==> config.mk <==
export PLATFORM = sky130hd
export DESIGN_NAME = rom_port_arbiter
export DESIGN_NICKNAME = d
export VERILOG_FILES = /design/src/rtl/rom_port_arbiter_pkg.sv /design/src/rtl/rom_rsp_slot.sv /design/src/rtl/rom_port_arbiter.sv
export SDC_FILE = /design/constraint.sdc
export NUM_CORES = 1
export LEC_CHECK = 0
export CORE_MARGIN = 2
export CORE_UTILIZATION = 30
export CTS_CLUSTER_SIZE = 16
export DETAILED_ROUTE_END_ITERATION = 10
export HOLD_SLACK_MARGIN = 0.15
export MAX_ROUTING_LAYER = met4
export PLACE_DENSITY_LB_ADDON = 0.2
export SKIP_LAST_GASP = 1
export SLEW_MARGIN = 20
export SYNTH_ARGS = -nofsm -noshare
export SYNTH_HDL_FRONTEND = slang
export SYNTH_SLANG_ARGS = --single-unit
==> constraint.sdc <==
create_clock -name clk -period 4.7 [get_ports clk]
set_input_delay 0.94 -clock clk [delete_from_list [all_inputs] [get_ports clk]]
set_output_delay 0.94 -clock clk [all_outputs]
set_load 0.02 [all_outputs]
==> src/rtl/rom_port_arbiter_pkg.sv <==
// rom_port_arbiter_pkg: ROM geometry defaults and the two-requester grant rule.
package rom_port_arbiter_pkg;

    localparam int ROM_DEPTH_LOG = 12;
    localparam int ROM_WIDTH     = 32;

    // Returns {grant1, grant0}; prio only matters when both are eligible.
    function automatic logic [1:0] arb_grant(input logic e0, input logic e1, input logic prio);
        return {e1 & (~e0 | prio), e0 & (~e1 | ~prio)};
    endfunction

endpackage

==> src/rtl/rom_rsp_slot.sv <==
// rom_rsp_slot: one requester's in-flight flag and held response register.
module rom_rsp_slot
    import rom_port_arbiter_pkg::*;
#(
    parameter int WIDTH = ROM_WIDTH
) (
    input  logic             clk,
    input  logic             reset,
    input  logic             i_grant,
    input  logic [WIDTH-1:0] i_rom_dout,
    input  logic             i_rsp_ready,
    output logic             o_rsp_valid,
    output logic [WIDTH-1:0] o_rsp_data,
    output logic             o_free
);

    logic             r_inflight;
    logic             r_rsp_valid;
    logic [WIDTH-1:0] r_rsp_data;

    always_ff @(posedge clk or posedge reset) begin
        if (reset) begin
            r_inflight  <= 1'b0;
            r_rsp_valid <= 1'b0;
            r_rsp_data  <= '0;
        end else begin
            r_inflight <= i_grant;
            if (r_inflight) begin
                r_rsp_valid <= 1'b1;
                r_rsp_data  <= i_rom_dout;
            end else if (i_rsp_ready) begin
                r_rsp_valid <= 1'b0;
            end
        end
    end

    // A held response being consumed this cycle frees the slot for a new grant.
    assign o_free      = ~r_inflight & (~r_rsp_valid | i_rsp_ready);
    assign o_rsp_valid = r_rsp_valid;
    assign o_rsp_data  = r_rsp_data;

endmodule

==> src/rtl/rom_port_arbiter.sv <==
// rom_port_arbiter: shares one registered ROM read port between two requesters
// with alternating priority and a fixed two-cycle response latency.
module rom_port_arbiter
    import rom_port_arbiter_pkg::*;
#(
    parameter int DEPTH_LOG = ROM_DEPTH_LOG,
    parameter int WIDTH     = ROM_WIDTH
) (
    input  logic                 clk,
    input  logic                 reset,
    input  logic                 req0_valid,
    input  logic [DEPTH_LOG-1:0] req0_addr,
    output logic                 req0_ready,
    input  logic                 req1_valid,
    input  logic [DEPTH_LOG-1:0] req1_addr,
    output logic                 req1_ready,
    output logic                 rsp0_valid,
    output logic [WIDTH-1:0]     rsp0_data,
    input  logic                 rsp0_ready,
    output logic                 rsp1_valid,
    output logic [WIDTH-1:0]     rsp1_data,
    input  logic                 rsp1_ready,
    output logic [DEPTH_LOG-1:0] rom_addr,
    input  logic [WIDTH-1:0]     rom_dout
);

    logic       r_prio;
    logic       w_free0;
    logic       w_free1;
    logic       w_elig0;
    logic       w_elig1;
    logic [1:0] w_grant;

    // Reset gating keeps ready low while reset is held even though slots read as free.
    assign w_elig0 = req0_valid & w_free0 & ~reset;
    assign w_elig1 = req1_valid & w_free1 & ~reset;
    assign w_grant = arb_grant(w_elig0, w_elig1, r_prio);

    assign req0_ready = w_grant[0];
    assign req1_ready = w_grant[1];
    assign rom_addr   = w_grant[0] ? req0_addr : w_grant[1] ? req1_addr : '0;

    always_ff @(posedge clk or posedge reset) begin
        if (reset)
            r_prio <= 1'b0;
        else if (|w_grant)
            r_prio <= w_grant[0];
    end

    rom_rsp_slot #(.WIDTH(WIDTH)) u_slot0 (
        .clk         (clk),
        .reset       (reset),
        .i_grant     (w_grant[0]),
        .i_rom_dout  (rom_dout),
        .i_rsp_ready (rsp0_ready),
        .o_rsp_valid (rsp0_valid),
        .o_rsp_data  (rsp0_data),
        .o_free      (w_free0)
    );

    rom_rsp_slot #(.WIDTH(WIDTH)) u_slot1 (
        .clk         (clk),
        .reset       (reset),
        .i_grant     (w_grant[1]),
        .i_rom_dout  (rom_dout),
        .i_rsp_ready (rsp1_ready),
        .o_rsp_valid (rsp1_valid),
        .o_rsp_data  (rsp1_data),
        .o_free      (w_free1)
    );

endmodule

==> impl_metrics.yaml, run 1 <==
placement:
  io_buffer_count: 141
  dp_slack_ns: 0.577
  place_hpwl_um: 4680
  gp_congestion: 0.804
drt:
  drtIter0Drc: 26
  first_pass_iters: 6
  wl_per_cell_um: 15.6
  via_per_inst: 4.58
  post-route-drc-count: 0
  wl_um: 6650
  vias: 1955
  ant_nets: 0
global_route:
  grt_usage: 0.145
  grt_pass1_wl_um: 10700
  grt_pass1_vias: 2171
  busiest_layer: "met2"
  overflow: 0
  grtUsageMet2: 0.229
  grt_max_degree: 71
  antenna_found_initial: 0
  grt_use_met1: 0.172
  gr-usage-met3: 0.0520
floorplanning:
  fp-row-count: 34
  dieArea_um2: 9910
  die_width_um: 99.6
  die_y_um: 99.6
  pin_count: 142
  start_util: 0.311
  core_area_um2: 8810
sta:
  tns_ns: 0
  setup_viol: 0
  holdWs_ns: 0.487
  tightest_slew_ns: 0.874
  clock_skew_ns: 0.00544
  rsz0062_at_grt: "false"
  finalWorstPathRequiredPeriod_ns: 4.11
  period_share: 0.874
  fmax_ghz: 0.243
  slew_viol_final: 0
  finalHoldViolations: 0
  relSlewSlack: 0.417
  layout_setup_ws_ns: 0.593
worst_hold_path:
  hold_path_class: "flip-flop to flip-flop"
layout:
  area_delta_synth_final_pct: 62.0
  seq_area_um2: 1730
  multi_input_area_um2: 931
  final_core_util: 0.504
  nFillCells: 792
  drive_gt1_frac: 0.194
  final_common_cell: "clkdlybuf4s50_1"
  final_cell_mix: "141 x clkdlybuf4s50_1, 69 x dfrtp_1, 40 x mux2_2, 24 x mux2_1, 12 x a22o_1"
  num_antenna_cells: 0
  finalNetCount: 376
clocking:
  ctsResizeCount: 0
  clk_path_buf_depth: 2
  numCtsBuffers: 9
  cts_root_buffer: "clkbuf_8"
  post-cts-setup-buffers: 0
  numClockSinks: 69
  clk_latency_ns: 0.33
  h-tree-depth: 3
  holdBufCountCts: 0
  clkSlewWorstSetupHoldPaths_ns: 0.07
  tritoncts: "yes"
setup_path:
  cp-start-kind: "input port"
  cp_data_arrival_time_ns: 3.17
  crit_path_cell_trace: "clkdlybuf4s50_1, clkinv_1, a21o_4, nor4b_4, a22o_1, clkdlybuf4s50_1"
  cp_max_fo: 14
  cp_num_buf_inv: 3
  cp_common_cell: "clkdlybuf4s50_1"
  critPathTopFamily: "buffers and inverters"
  critPathMaxStageDelay_ns: 0.61
  worstPathRequired_ns: 3.76
  r2r_slack_ns: 3.26
  crit_path_end_kind: "primary output"
  slowest_stage: "nor4b_4"
  crit_type: "input port to primary output"
power_and_ir_drop:
  vdd.ir_drop.worst_mv: 0.226
  powerDensity_nw_per_um2: 506
  p_leak_nw: 1.81
synthesis:
  synthesis.instances: 169
  synth_seq_area_share: 0.630
  ys_ff_latch: 69
  synth_warnings: 0
  syn-num-nets: 231
  synth_cell_type_count: 16
  avgSynthCellArea_um2: 16.2
  syn_area_um2: 2740
outcome:
  outcome: "finished clean"
job:
  cap_viol_max_count: 0
==> layer usage <==
layer / share of wire / vias to the layer above / wire (um)
met5: 0 / - / 0
met4: 0.013 / 0 / 84
met3: 0.074 / 6 / 492
met2: 0.48 / 97 / 3220
met1: 0.43 / 956 / 2850
li1: - / 896 / -
==> report_power, final <==
| part | total, mW | switching (mW) | internal (mW) |
|---|---|---|---|
| Clock | 0.472 | 0.213 | 0.258 |
| Combinational | 0.913 | 0.421 | 0.492 |
| Sequential | 0.861 | 0.0888 | 0.772 |
==> layout make-up <==
type / count / area share
Timing Repair Buffer: 144 / 0.323
Clock buffer: 12 / 0.0327
Tap cell: 108 / 0.0304
Sequential cell: 69 / 0.389
Clock inverter: 4 / 0.0107
Inverter: 5 / 0.00423
Multi-Input combinational cell: 85 / 0.210
==> state kept, by name, summed over array words and instances, names as in the netlist <==
signal	cells
r_prio	1
u_slot0.o_rsp_data	32
u_slot0.o_rsp_valid	1
u_slot0.r_inflight	1
u_slot1.o_rsp_data	32
u_slot1.o_rsp_valid	1
u_slot1.r_inflight	1
==> per-stage QoR <==
step	instances	instance area, um2	total power [mW]
final	427	4440	2.25
after global routing	427	4440	2.37
after CTS	427	4440	2.28
after global placement	411	4250	1.79
after detailed placement	411	4250	1.80
after floorplan	169	2740	1.31
==> final timing paths <==
check,startpoint,end,cells past startpoint
max,rsp0_ready,rom_addr[7],6
min,u_slot1.o_rsp_data[20]$_DFFE_PP0P_,u_slot1.o_rsp_data[20]$_DFFE_PP0P_,1
max reg2reg,u_slot0.o_rsp_valid$_DFFE_PP0P_,u_slot0.r_inflight$_DFF_PP0_,2
min reg2reg,u_slot1.o_rsp_data[20]$_DFFE_PP0P_,u_slot1.o_rsp_data[20]$_DFFE_PP0P_,1
max in group asynchronous,reset,u_slot1.o_rsp_data[22]$_DFFE_PP0P_,3
min in group asynchronous,reset,u_slot0.o_rsp_data[4]$_DFFE_PP0P_,3
==> cell families after synthesis <==
family                 count (synthesis)  synth area share
multiplexers                          64             0.263
AO/OA/AOI/OAI                         17            0.0617
buffers and inverters                 15            0.0297
flip-flops                            69             0.630
AND/OR/NAND/NOR                        4            0.0151
==> Yosys cell counts <==
library cell  number  area (um2)
nand2_2            1        6.26
a21oi_1            2        10.0
buf_6              2        22.5
a22o_1            12         105
mux2_1            24         270
buf_2              8        40.0
dfrtp_1           69        1730
nand3b_1           1        7.51
mux2_2            40         450
inv_1              4        15.0
nor4b_4            1        23.8
a2111oi_4          1        27.5
o2111a_1           1        11.3
clkinv_1           1        3.75
nand2_1            1        3.75
a21o_4             1        15.0
Power figures use the tool's default switching activity.
==> inputs of run 2 (changes only) <==
- clock period: 4.7 -> 5.3 ns (I/O delays scaled with it)
==> run 2 against run 1 <==
  * Global-route usage down 0.59 points
  * Via count shrank 0.46%
  * Sequential power down 11%
  * Sequential cell count unchanged
  * Design area shrank 0.62%
  * Register-to-register slack improved by 0.64 ns
  * Combinational power down 11%
  * Setup slack gained 0.37 ns
  * Clock power fell by 22%
  * Hold slack hardly changed
  * Clock skew rose by 0.00085 ns
==> impl_metrics.yaml, run 2 (synthesis results as in run 1) <==
layout:
  final_cell_mix: "141 x clkdlybuf4s50_1, 69 x dfrtp_1, 40 x mux2_2, 24 x mux2_1, 12 x a22o_1"
  final_common_cell: "clkdlybuf4s50_1"
  finalNetCount: 376
  area_delta_synth_final_pct: 61.0
  num_antenna_cells: 0
  drive_gt1_frac: 0.192
  nFillCells: 804
sta:
  fmax_ghz: 0.230
  rsz0062_at_grt: "false"
  relSlewSlack: 0.420
  clock_skew_ns: 0.00629
  tns_ns: 0
  finalWorstPathRequiredPeriod_ns: 4.34
  tightest_slew_ns: 0.871
  setup_viol: 0
  period_share: 0.819
  finalHoldViolations: 0
  slew_viol_final: 0
power_and_ir_drop:
  vdd.ir_drop.worst_mv: 0.163
  p_leak_nw: 1.80
  powerDensity_nw_per_um2: 440
  power_mw: 1.94
drt:
  vias: 1946
  wl_um: 6520
  top_layer: "met4"
  drtIter0Drc: 14
  first_pass_iters: 4
  post-route-drc-count: 0
  wl_met2_um: 3100
  met1_length_um: 2870
  wl_per_cell_um: 15.3
  via_per_inst: 4.58
  wl_met3_um: 465
  ant_nets: 0
floorplanning:
  start_util: 0.311
  die_width_um: 99.6
  dieArea_um2: 9910
  fp-row-count: 34
  die_y_um: 99.6
  core_area_um2: 8810
  pin_count: 142
global_route:
  antenna_found_initial: 0
  grt_usage: 0.139
  grt_max_degree: 71
  overflow: 0
  grt_pass1_wl_um: 10300
  grt_pass1_vias: 2186
worst_hold_path:
  min-delay-start: "u_slot1.o_rsp_data[30]$_DFFE_PP0P_"
  min_path_cells: 1
  hold_end: "u_slot1.o_rsp_data[30]$_DFFE_PP0P_"
  hold_path_class: "flip-flop to flip-flop"
setup_path:
  r2r_slack_ns: 3.90
  worstPathRequired_ns: 4.24
  cp_data_arrival_time_ns: 3.28
  crit_path_end_kind: "primary output"
  r2r_end: "u_slot0.r_inflight$_DFF_PP0_"
  crit_type: "input port to primary output"
  r2r_cells: 2
  cp_max_fo: 14
  cp-start-kind: "input port"
  rr_startpoint: "u_slot0.o_rsp_valid$_DFFE_PP0P_"
outcome:
  outcome: "finished clean"
clocking:
  clkSlewWorstSetupHoldPaths_ns: 0.07
  numClockSinks: 69
  clk_path_buf_depth: 2
  ctsResizeCount: 0
  cts_root_buffer: "clkbuf_8"
  post-cts-setup-buffers: 0
  numCtsBuffers: 9
  h-tree-depth: 3
  holdBufCountCts: 0
  tritoncts: "yes"
  clk_latency_ns: 0.33
placement:
  io_buffer_count: 141
  place_hpwl_um: 4620
  gp_congestion: 0.804
job:
  cap_viol_max_count: 0
[run 2: cell types whose count changed in the layout (fill, tap and decap cells not counted), sizes merged]
cell      delta
clkinvlp     -1
bufinv       -1
[run 2: worst max path at each step]
stage               startpoint           end  slack, ns  cells past startpoint
finish              rsp0_ready   rom_addr[7]       0.96                      6
global placement    rsp0_ready   rom_addr[7]       0.94                      6
floorplan                reset  rom_addr[10]       0.75                      4
CTS                 rsp0_ready  rom_addr[11]       0.93                      6
global route        rsp0_ready   rom_addr[4]       0.86                      6
detailed placement  rsp0_ready   rom_addr[4]       0.92                      6
[run 2: final cells by class]
| cell class | count | area (um2) | share of cell area |
|---|---|---|---|
| Multi-Input combinational cell | 85 | 931 | 0.211 |
| Timing Repair Buffer | 144 | 1430 | 0.325 |
| Clock inverter | 2 | 10.0 | 0.00227 |
| Tap cell | 108 | 135 | 0.0306 |
| Inverter | 5 | 18.8 | 0.00426 |
| Sequential cell | 69 | 1730 | 0.391 |
| Clock buffer | 12 | 155 | 0.0352 |
[run 2: routing by layer]
metal | vias up | GRT usage
li1 | 898 | -
met1 | 942 | 0.162
met2 | 98 | 0.224
met3 | 8 | 0.0450
met4 | 0 | 0.0506
met5 | - | -
[run 2: per-stage QoR]
| step | cells | setup slack [ns] | instance area [um2] | utilization | hold WS [ns] |
|---|---|---|---|---|---|
| final | 425 | 0.961 | 4410 | 0.501 | 0.486 |
| after global routing | 425 | 0.857 | 4410 | 0.501 | 0.506 |
| after CTS | 425 | 0.933 | 4410 | 0.501 | 0.491 |
| after detailed placement | 411 | 0.921 | 4250 | 0.482 | 0.476 |
| after global placement | 411 | 0.938 | 4250 | 0.482 | 0.468 |
| after floorplan | 169 | 0.753 | 2740 | - | 0.526 |
[run 2: report_power, final]
part	switching [mW]	internal [mW]	total, mW
clock	0.180	0.189	0.369
sequential	0.0768	0.685	0.762
combinational	0.373	0.436	0.810
total	0.630	1.31	1.94
[run 2: worst max-delay path: stages]
cell and delay, ns:
clkdlybuf4s50_1 0.46, clkinv_1 0.07, a21o_4 0.22, nor4b_4 0.60, a22o_1 0.25, clkdlybuf4s50_1 0.61
